==> src/rtl/xst_pkg.sv <==
// Shared constants for the xs serial blocks (xst transmitter, xsr receiver).
package xst_pkg;

  localparam int XS_WIDTH      = 64;
  localparam int XS_BITS_W     = 6;
  localparam int XS_FRAME_8N1  = 10;
  localparam int XS_FRAME_8O1  = 11;
  localparam int XS_FRAME_8O2  = 12;

endpackage

==> src/rtl/xs_baudgen.sv <==
// Loadable bit-period down-counter: tick_o marks the last clock of a bit,
// half_o is high during the second half of the bit.
module xs_baudgen #(
  parameter int W = 64
) (
  input  logic         clk_i,
  input  logic         reset_i,
  input  logic         load_i,
  input  logic         run_i,
  input  logic [W-1:0] div_i,
  output logic         tick_o,
  output logic         half_o
);

  logic [W-1:0] dcnt_q, dcnt_d;
  logic [W-1:0] div_q, div_d;

  assign tick_o = (dcnt_q == '0);
  assign half_o = (dcnt_q <= (div_q >> 1));

  always_comb begin
    dcnt_d = dcnt_q;
    div_d  = div_q;
    if (load_i) begin
      div_d  = div_i;
      dcnt_d = div_i;
    end else if (run_i) begin
      dcnt_d = tick_o ? div_q : dcnt_q - 1'b1;
    end
  end

  always_ff @(posedge clk_i) begin
    if (reset_i) begin
      dcnt_q <= '0;
      div_q  <= '0;
    end else begin
      dcnt_q <= dcnt_d;
      div_q  <= div_d;
    end
  end

endmodule

==> src/rtl/xst.sv <==
// Serial transmit shift register: loads a pre-framed word and shifts it out
// LSB first with a mid-bit rising txc_o strobe.
module xst
  import xst_pkg::*;
#(
  parameter int SHIFT_REG_WIDTH = XS_WIDTH
) (
  input  logic                       clk_i,
  input  logic                       reset_i,
  input  logic [XS_BITS_W-1:0]       bits_i,
  input  logic [SHIFT_REG_WIDTH-1:0] baud_i,
  input  logic [SHIFT_REG_WIDTH-1:0] dat_i,
  input  logic                       txreg_we_i,
  input  logic                       txregr_we_i,
  output logic                       txd_o,
  output logic                       txc_o,
  output logic                       idle_o
);

  localparam int W = SHIFT_REG_WIDTH;

  logic [W-1:0]         sr_q, sr_d;
  logic [XS_BITS_W-1:0] bcnt_q, bcnt_d;
  logic                 busy_q, busy_d;
  logic                 tick, half;
  logic                 last_bit, accept;
  logic [W-1:0]         dat_rev, load_data;

  genvar gi;
  generate
    for (gi = 0; gi < W; gi++) begin : g_rev
      assign dat_rev[gi] = dat_i[W-1-gi];
    end
  endgenerate

  assign load_data = txreg_we_i ? dat_i : dat_rev;
  assign last_bit  = busy_q && tick && (bcnt_q == XS_BITS_W'(1));
  // Accepting on the final clock of a frame lets frames run back-to-back.
  assign accept    = (!busy_q || last_bit) && (txreg_we_i || txregr_we_i)
                     && (bits_i != '0);

  xs_baudgen #(.W(W)) u_baudgen (
    .clk_i   (clk_i),
    .reset_i (reset_i),
    .load_i  (accept),
    .run_i   (busy_q && !accept),
    .div_i   (baud_i),
    .tick_o  (tick),
    .half_o  (half)
  );

  always_comb begin
    sr_d   = sr_q;
    bcnt_d = bcnt_q;
    busy_d = busy_q;
    if (accept) begin
      sr_d   = load_data;
      bcnt_d = bits_i;
      busy_d = 1'b1;
    end else if (busy_q && tick) begin
      if (bcnt_q > XS_BITS_W'(1)) begin
        sr_d   = {1'b1, sr_q[W-1:1]};
        bcnt_d = bcnt_q - 1'b1;
      end else begin
        sr_d   = '1;
        bcnt_d = '0;
        busy_d = 1'b0;
      end
    end
  end

  always_ff @(posedge clk_i) begin
    if (reset_i) begin
      sr_q   <= '1;
      bcnt_q <= '0;
      busy_q <= 1'b0;
    end else begin
      sr_q   <= sr_d;
      bcnt_q <= bcnt_d;
      busy_q <= busy_d;
    end
  end

  assign txd_o  = sr_q[0];
  assign txc_o  = busy_q && half;
  assign idle_o = !busy_q;

endmodule
==> config.mk <==
export PLATFORM = sky130hd
export DESIGN_NAME = xst
export DESIGN_NICKNAME = d
export VERILOG_FILES = /design/src/rtl/xst_pkg.sv /design/src/rtl/xs_baudgen.sv /design/src/rtl/xst.sv
export SDC_FILE = /design/constraint.sdc
export NUM_CORES = 1
export LEC_CHECK = 0
export CAP_MARGIN = 20
export CORE_MARGIN = 1
export CORE_UTILIZATION = 50
export CTS_CLUSTER_DIAMETER = 150
export CTS_CLUSTER_SIZE = 16
export DETAILED_ROUTE_END_ITERATION = 8
export MAX_ROUTING_LAYER = met4
export PLACE_DENSITY = 0.73
export SLEW_MARGIN = 20
export SYNTH_ARGS = -nofsm -noshare
export SYNTH_HDL_FRONTEND = slang
export SYNTH_SLANG_ARGS = --single-unit
==> constraint.sdc <==
create_clock -name clk_i -period 5.51 [get_ports clk_i]
set_input_delay 0.8265 -clock clk_i [delete_from_list [all_inputs] [get_ports clk_i]]
set_output_delay 0.8265 -clock clk_i [all_outputs]
set_load 0.02 [all_outputs]
==> results.sh, run 1 <==
export IMPL_reg2reg_slack_ns=1.65
export IMPL_grt_pass1_vias=10450
export IMPL_setup_viol=0
export IMPL_hpwlAfterDp_um=21610
export IMPL_wl_per_cell_um=16.85
export IMPL_grt_max_degree=116
export IMPL_dr_first_iter_drc_count=924
export IMPL_cts_resized=0
export IMPL_clk_path_buf_depth=2
export IMPL_post_route_drc_count=0
export IMPL_fin_util_pct=59.94
export IMPL_rsz0062_at_grt="false"
export IMPL_io_pins=141
export IMPL_die_height_um=156.7
export IMPL_cts_tree="yes"
export IMPL_ctsRootBufferMaster="clkbuf_16"
export IMPL_synthCells=1514
export IMPL_antenna_cells=0
export IMPL_ir_drop_mv=0.1663
export IMPL_crit_end="txc_o"
export IMPL_syn_area_per_cell_um2=7.906
export IMPL_fp_dieW_um=156.7
export IMPL_synth_async_reset_ratio_pct=0
export IMPL_critPathRequiredTime_ns=4.68
export IMPL_core_area_um2=23470
export IMPL_first_pass_iters=6
export IMPL_fin_cells=1901
export IMPL_grt_pass1_wl_um=52270
export IMPL_numCtsBuffers=17
export IMPL_synth_warnings=0
export IMPL_min_path_type="reg -> reg"
export IMPL_final_hold_violation_count=0
export IMPL_reg2reg_depth=9
export IMPL_synthFlopType="dfxtp_1"
export IMPL_maxSlewViolCount=0
export IMPL_p_leak_nw=5.265
export IMPL_drt_total_wl_um=32030
export IMPL_synth_ff_latch_count=199
export IMPL_detail_route_antenna_nets=0
export IMPL_syn_area_um2=11970
export IMPL_antenna_found_initial=0
export IMPL_maxCapViolCount=0
export IMPL_dp_cells=1869
export IMPL_num_rows=56
export IMPL_finalCriticalPeriod_ns=4.315
export IMPL_power_density_nw_per_um2=283.1
export IMPL_yosysSeqAreaShare_pct=33.28
export IMPL_final_setup_tns_ns=0
export IMPL_reg2reg_from="u_baudgen.dcnt_q[40]"
export IMPL_worst_path_max_fanout=3
export IMPL_viasPerCell=5.987
export IMPL_finalClockSkew_ns=0.01969
export IMPL_cp_start_kind="flip-flop"
export IMPL_end_kind="primary output"
export IMPL_postCtsSetupBuffers=0
export IMPL_rr_endpoint="bcnt_q[4]"
export IMPL_worstSetupStartpoint="u_baudgen.div_q[60]"
export IMPL_drive_gt1_share_pct=8.470
export IMPL_worst_pin_slew_ns=1.079
export IMPL_hold_buffers=0
export IMPL_final_nets=1774
export IMPL_vias=11380
export IMPL_synth_edf_count=0
export IMPL_pre_cts_slack_ns=1.186
export IMPL_worstPathArrival_ns=3.49
export IMPL_htree_levels=4
export IMPL_status="finished clean"
export IMPL_cts_sinks=199
export IMPL_clk_latency_ns=0.46
export IMPL_grt_util_all_layers_pct=27.12
export IMPL_p_total_mw=3.982
export IMPL_max_clock_freq_mhz=231.8
export IMPL_area_growth_pct=17.53
export IMPL_io_buffers=140
export IMPL_setup_ws_ns=1.195
export IMPL_synthesis_nets=1719
export IMPL_floorplan_initialDensity_pct=51.00
export IMPL_clkSlewWorstSetupHoldPaths_ns=0.08
export IMPL_relSlewSlack_pct=27.91
export IMPL_period_share_pct=78.31
export IMPL_grt_overflow_total=0
export IMPL_gp_congestion=0.8716
export IMPL_die_area_um2=24560
export IMPL_yosysUniqueCellTypes=63
export IMPL_critical_path_class="reg -> out"
-- metrics by stage --
stage | cell area, µm² | hold WS [ns]
final | 14070 | 0.4552
after global routing | 14070 | 0.4828
after CTS | 14070 | 0.4555
after detailed placement | 13450 | 0.4465
after global placement | 13450 | 0.4376
after floorplan | 11970 | 0.4318
-- report_power, final --
group | switching [mW] | internal, mW
clock network | 0.676 | 0.625
logic | 0.539 | 0.438
registers | 0.140 | 1.57
-- cells in the mapped netlist (16+ instances only) --
library cell | n | area, µm²
nand4_1 | 26 | 162.7
nand3_1 | 20 | 100.1
inv_1 | 71 | 266.5
nor4_1 | 27 | 168.9
o22ai_1 | 67 | 419.2
clkbuf_1 | 90 | 337.8
o211ai_1 | 31 | 232.7
xor2_1 | 17 | 148.9
ha_1 | 67 | 838.3
nor3_1 | 30 | 150.1
a311oi_1 | 44 | 385.4
a211o_1 | 19 | 166.4
nor2_1 | 106 | 397.9
xnor2_1 | 38 | 332.8
buf_2 | 16 | 80.08
mux2_2 | 64 | 720.7
o21ai_0 | 83 | 415.4
a21oi_1 | 165 | 825.8
nand2_1 | 188 | 705.7
dfxtp_1 | 199 | 3984
-- placed cells by master (no fill, tap or decap), types with 5 or more instances in the layout --
| cell type | Yosys | layout |
|---|---|---|
| inv_1 | 71 | 71 |
| ha_1 | 67 | 67 |
| mux2_2 | 64 | 64 |
| nor4_1 | 27 | 27 |
| and3_1 | 8 | 8 |
| nor2b_1 | 6 | 6 |
| o211ai_1 | 31 | 31 |
| or3_1 | 7 | 7 |
| nand4_1 | 26 | 26 |
| a22oi_1 | 5 | 5 |
| nor3_1 | 30 | 30 |
| dfxtp_1 | 199 | 199 |
| nand2_1 | 188 | 187 |
| xor2_1 | 17 | 17 |
| buf_4 | 3 | 14 |
| xnor2_1 | 38 | 38 |
| a21oi_1 | 165 | 163 |
| a211o_1 | 19 | 19 |
| clkdlybuf4s50_1 | 0 | 138 |
| a31oi_1 | 6 | 6 |
| a211oi_1 | 7 | 7 |
| o21ai_0 | 83 | 83 |
| o221ai_1 | 11 | 11 |
| o22ai_1 | 67 | 67 |
| nor2_1 | 106 | 106 |
| nand3_1 | 20 | 20 |
| a311oi_1 | 44 | 44 |
| a21o_1 | 8 | 8 |
| o31ai_1 | 12 | 12 |
| clkbuf_16 | 0 | 17 |
| or4_1 | 10 | 10 |
| clkinv_8 | 0 | 6 |
-- layer usage --
metal	GRT usage (%)	part of all wire, %	up-vias
li1	-	-	5658
met1	35.34	46	5332
met2	42.77	46	348
met3	4.652	6.0	43
met4	8.077	1.8	0
met5	-	0	-
-- cells by family after synthesis --
family	Yosys count	share of synthesized area [%]
compound gates	475	24.80
xor+xnor	55	4.024
fa+ha+maj	67	7.003
buf+inv	191	6.313
flops	199	33.28
mux	65	6.104
simple gates	462	18.47
-- flip-flops by register name, indices dropped and copies added, names as in the netlist --
name              count
busy_q                1
sr_q                 64
u_baudgen.dcnt_q     64
bcnt_q                6
u_baudgen.div_q      64
-- how the worst min path moves through the flow --
stage | startpoint | end | slack [ns] | cells after the start
finish | u_baudgen.div_q[38] | u_baudgen.div_q[38] | 0.46 | 2
CTS | u_baudgen.div_q[38] | u_baudgen.div_q[38] | 0.46 | 2
detailed placement | u_baudgen.div_q[38] | u_baudgen.div_q[38] | 0.45 | 2
global route | u_baudgen.div_q[38] | u_baudgen.div_q[38] | 0.48 | 2
global placement | u_baudgen.div_q[38] | u_baudgen.div_q[38] | 0.44 | 2
floorplan | u_baudgen.div_q[0] | u_baudgen.div_q[0] | 0.43 | 2
-- cell type report --
type | instances | area, µm²
sequential | 199 | 3984
fill | 2127 | 9404
clock inverter | 15 | 193.9
clock buffer | 17 | 425.4
multi-input combinational | 1124 | 7273
timing repair buffer | 155 | 1523
tap | 319 | 399.1
inverter | 72 | 270.3
-- worst max-delay path: stages, from the launching register on --
cell and delay, ns:
dfxtp_1 0.37, inv_1 0.06, ha_1 0.29, nand3_1 0.09, nor3_1 0.52, nand4_1 0.28
nor4_1 0.53, o41ai_1 0.16, nand4_1 0.12, nand2_1 0.08, clkdlybuf4s50_1 0.54
Note: power is estimated with default switching activity, not from simulation.
==> inputs of run 2 (changes only) <==
==> constraint.sdc (replaced) <==
create_clock -name clk_i -period 4.4 [get_ports clk_i]
set_input_delay 0.66 -clock clk_i [delete_from_list [all_inputs] [get_ports clk_i]]
set_output_delay 0.66 -clock clk_i [all_outputs]
set_load 0.02 [all_outputs]
==> run 2 against run 1 <==
Die area did not move. Non-clock buffer count rose by 10. Hold slack improved by 0.0055 ns. Total power rose by 27%. Sequential cell count did not move. Sequential power rose by 26%. Setup slack got worse by 0.61 ns. Global-route usage rose by 0.38 points. Critical endpoint unchanged. Cell count rose by 0.53%. Highest routed layer unchanged. Sequential share of layout area fell by 0.24 points.
==> results.sh, run 2 (synthesis gave the netlist of run 1 again) <==
export IMPL_status="finished clean"
export IMPL_multi_input_area_um2=7273
export IMPL_cts_resized=0
export IMPL_area_growth_pct=18.52
export IMPL_postCtsSetupBuffers=0
export IMPL_vias=11350
export IMPL_rsz0062_at_grt="false"
export IMPL_reg2reg_depth=8
export IMPL_drive_gt1_share_pct=9.045
export IMPL_clk_latency_ns=0.45
export IMPL_first_pass_iters=6
export IMPL_most_common_layout_cells="199 x dfxtp_1, 187 x nand2_1, 163 x a21oi_1, 138 x clkdlybuf4s50_1, 106 x nor2_1"
export IMPL_largest_registers="sr_q (64), u_baudgen.dcnt_q (64), u_baudgen.div_q (64)"
export IMPL_cts_tree="yes"
export IMPL_maxCapViolCount=0
export IMPL_grt_overflow_total=0
export IMPL_hold_buffers=0
export IMPL_end_kind="primary output"
export IMPL_io_pins=141
export IMPL_viasPerCell=5.940
export IMPL_crit_end="txc_o"
export IMPL_grt_pass1_vias=10740
export IMPL_fin_util_pct=60.44
export IMPL_antenna_cells=0
export IMPL_power_density_nw_per_um2=357.2
export IMPL_min_path_type="reg -> reg"
export IMPL_final_nets=1784
export IMPL_p_leak_nw=5.332
export IMPL_cts_sinks=199
export IMPL_finalClockSkew_ns=0.01773
export IMPL_wl_per_cell_um=16.85
export IMPL_critical_path_class="reg -> out"
export IMPL_grt_pass1_wl_um=52860
export IMPL_numCtsBuffers=17
export IMPL_core_area_um2=23470
export IMPL_regArea_um2=3984
export IMPL_gp_congestion=0.9218
export IMPL_relSlewSlack_pct=32.53
export IMPL_final_setup_tns_ns=0
export IMPL_htree_levels=4
export IMPL_reg2reg_from="u_baudgen.dcnt_q[4]"
export IMPL_ir_drop_mv=0.2330
export IMPL_final_common_cell="dfxtp_1"
export IMPL_fillCellCount=2098
export IMPL_worstSetupStartpoint="u_baudgen.div_q[46]"
export IMPL_worstPathArrival_ns=3.16
export IMPL_detail_route_antenna_nets=0
export IMPL_worst_pin_slew_ns=1.004
export IMPL_finalCriticalPeriod_ns=3.819
export IMPL_reg2reg_slack_ns=0.71
export IMPL_die_height_um=156.7
export IMPL_max_clock_freq_mhz=261.9
export IMPL_clkSlewWorstSetupHoldPaths_ns=0.08
export IMPL_drt_total_wl_um=32200
export IMPL_rr_endpoint="u_baudgen.dcnt_q[37]"
export IMPL_period_share_pct=86.79
export IMPL_grt_max_degree=96
export IMPL_num_rows=56
export IMPL_worst_path_max_fanout=3
export IMPL_final_hold_violation_count=0
export IMPL_setup_viol=0
export IMPL_fp_dieW_um=156.7
export IMPL_post_route_drc_count=0
export IMPL_p_total_mw=5.068
export IMPL_io_buffers=140
export IMPL_clk_path_buf_depth=2
export IMPL_maxSlewViolCount=0
export IMPL_dr_first_iter_drc_count=840
export IMPL_critPathRequiredTime_ns=3.74
export IMPL_ctsRootBufferMaster="clkbuf_16"
export IMPL_floorplan_initialDensity_pct=51.00
export IMPL_hpwlAfterDp_um=21890
export IMPL_grt_util_all_layers_pct=27.50
export IMPL_cp_start_kind="flip-flop"
export IMPL_antenna_found_initial=0
export IMPL_die_area_um2=24560
## run 2: where the power goes
| part | total [mW] | switching [mW] | internal [mW] |
|---|---|---|---|
| Combinational | 1.25 | 0.685 | 0.570 |
| Clock | 1.68 | 0.838 | 0.839 |
| Sequential | 2.14 | 0.176 | 1.96 |
## run 2: worst min path at each step
| stage | start | endpoint | slack [ns] | cells past startpoint |
|---|---|---|---|---|
| finish | u_baudgen.div_q[38] | u_baudgen.div_q[38] | 0.46 | 2 |
| global route | u_baudgen.div_q[18] | u_baudgen.div_q[18] | 0.49 | 2 |
| detailed placement | u_baudgen.div_q[0] | u_baudgen.div_q[0] | 0.45 | 2 |
| global placement | u_baudgen.div_q[38] | u_baudgen.div_q[38] | 0.44 | 2 |
| CTS | u_baudgen.div_q[0] | u_baudgen.div_q[0] | 0.46 | 2 |
| floorplan | u_baudgen.div_q[0] | u_baudgen.div_q[0] | 0.43 | 2 |
## run 2: metal layers
| layer | vias up | GRT usage, % | part of all wire [%] |
|---|---|---|---|
| li1 | 5667 | - | - |
| met1 | 5332 | 35.58 | 47 |
| met2 | 303 | 42.71 | 46 |
| met3 | 49 | 5.012 | 5.2 |
| met4 | 0 | 9.897 | 2.5 |
| met5 | - | - | 0 |
## run 2: final cells by class
type	instances	area share, %
Timing Repair Buffer	165	11.44
Clock buffer	17	2.998
Tap cell	319	2.813
Sequential cell	199	28.08
Inverter	72	1.905
Clock inverter	15	1.499
Multi-Input combinational cell	1124	51.27
## run 2: stage by stage
stage | hold WS, ns | instance area (µm²) | cells | setup WS (ns)
floorplan | 0.4318 | 11970 | 1514 | 1.446
global placement | 0.4378 | 13550 | 1879 | 0.8207
detailed placement | 0.4480 | 13550 | 1879 | 0.7233
CTS | 0.4591 | 14190 | 1911 | 0.5485
global route | 0.4925 | 14190 | 1911 | 0.3644
finish | 0.4607 | 14190 | 1911 | 0.5812
## run 2: critical path, cell delays in order, from the launching register on
cell             delay [ns]
dfxtp_1                0.36
inv_1                  0.06
ha_1                   0.29
nand4_1                0.16
nor3_1                 0.28
nand4_1                0.23
nor4_1                 0.45
o41ai_1                0.15
nand4_1                0.11
nand2_1                0.08
clkdlybuf4s50_1        0.54
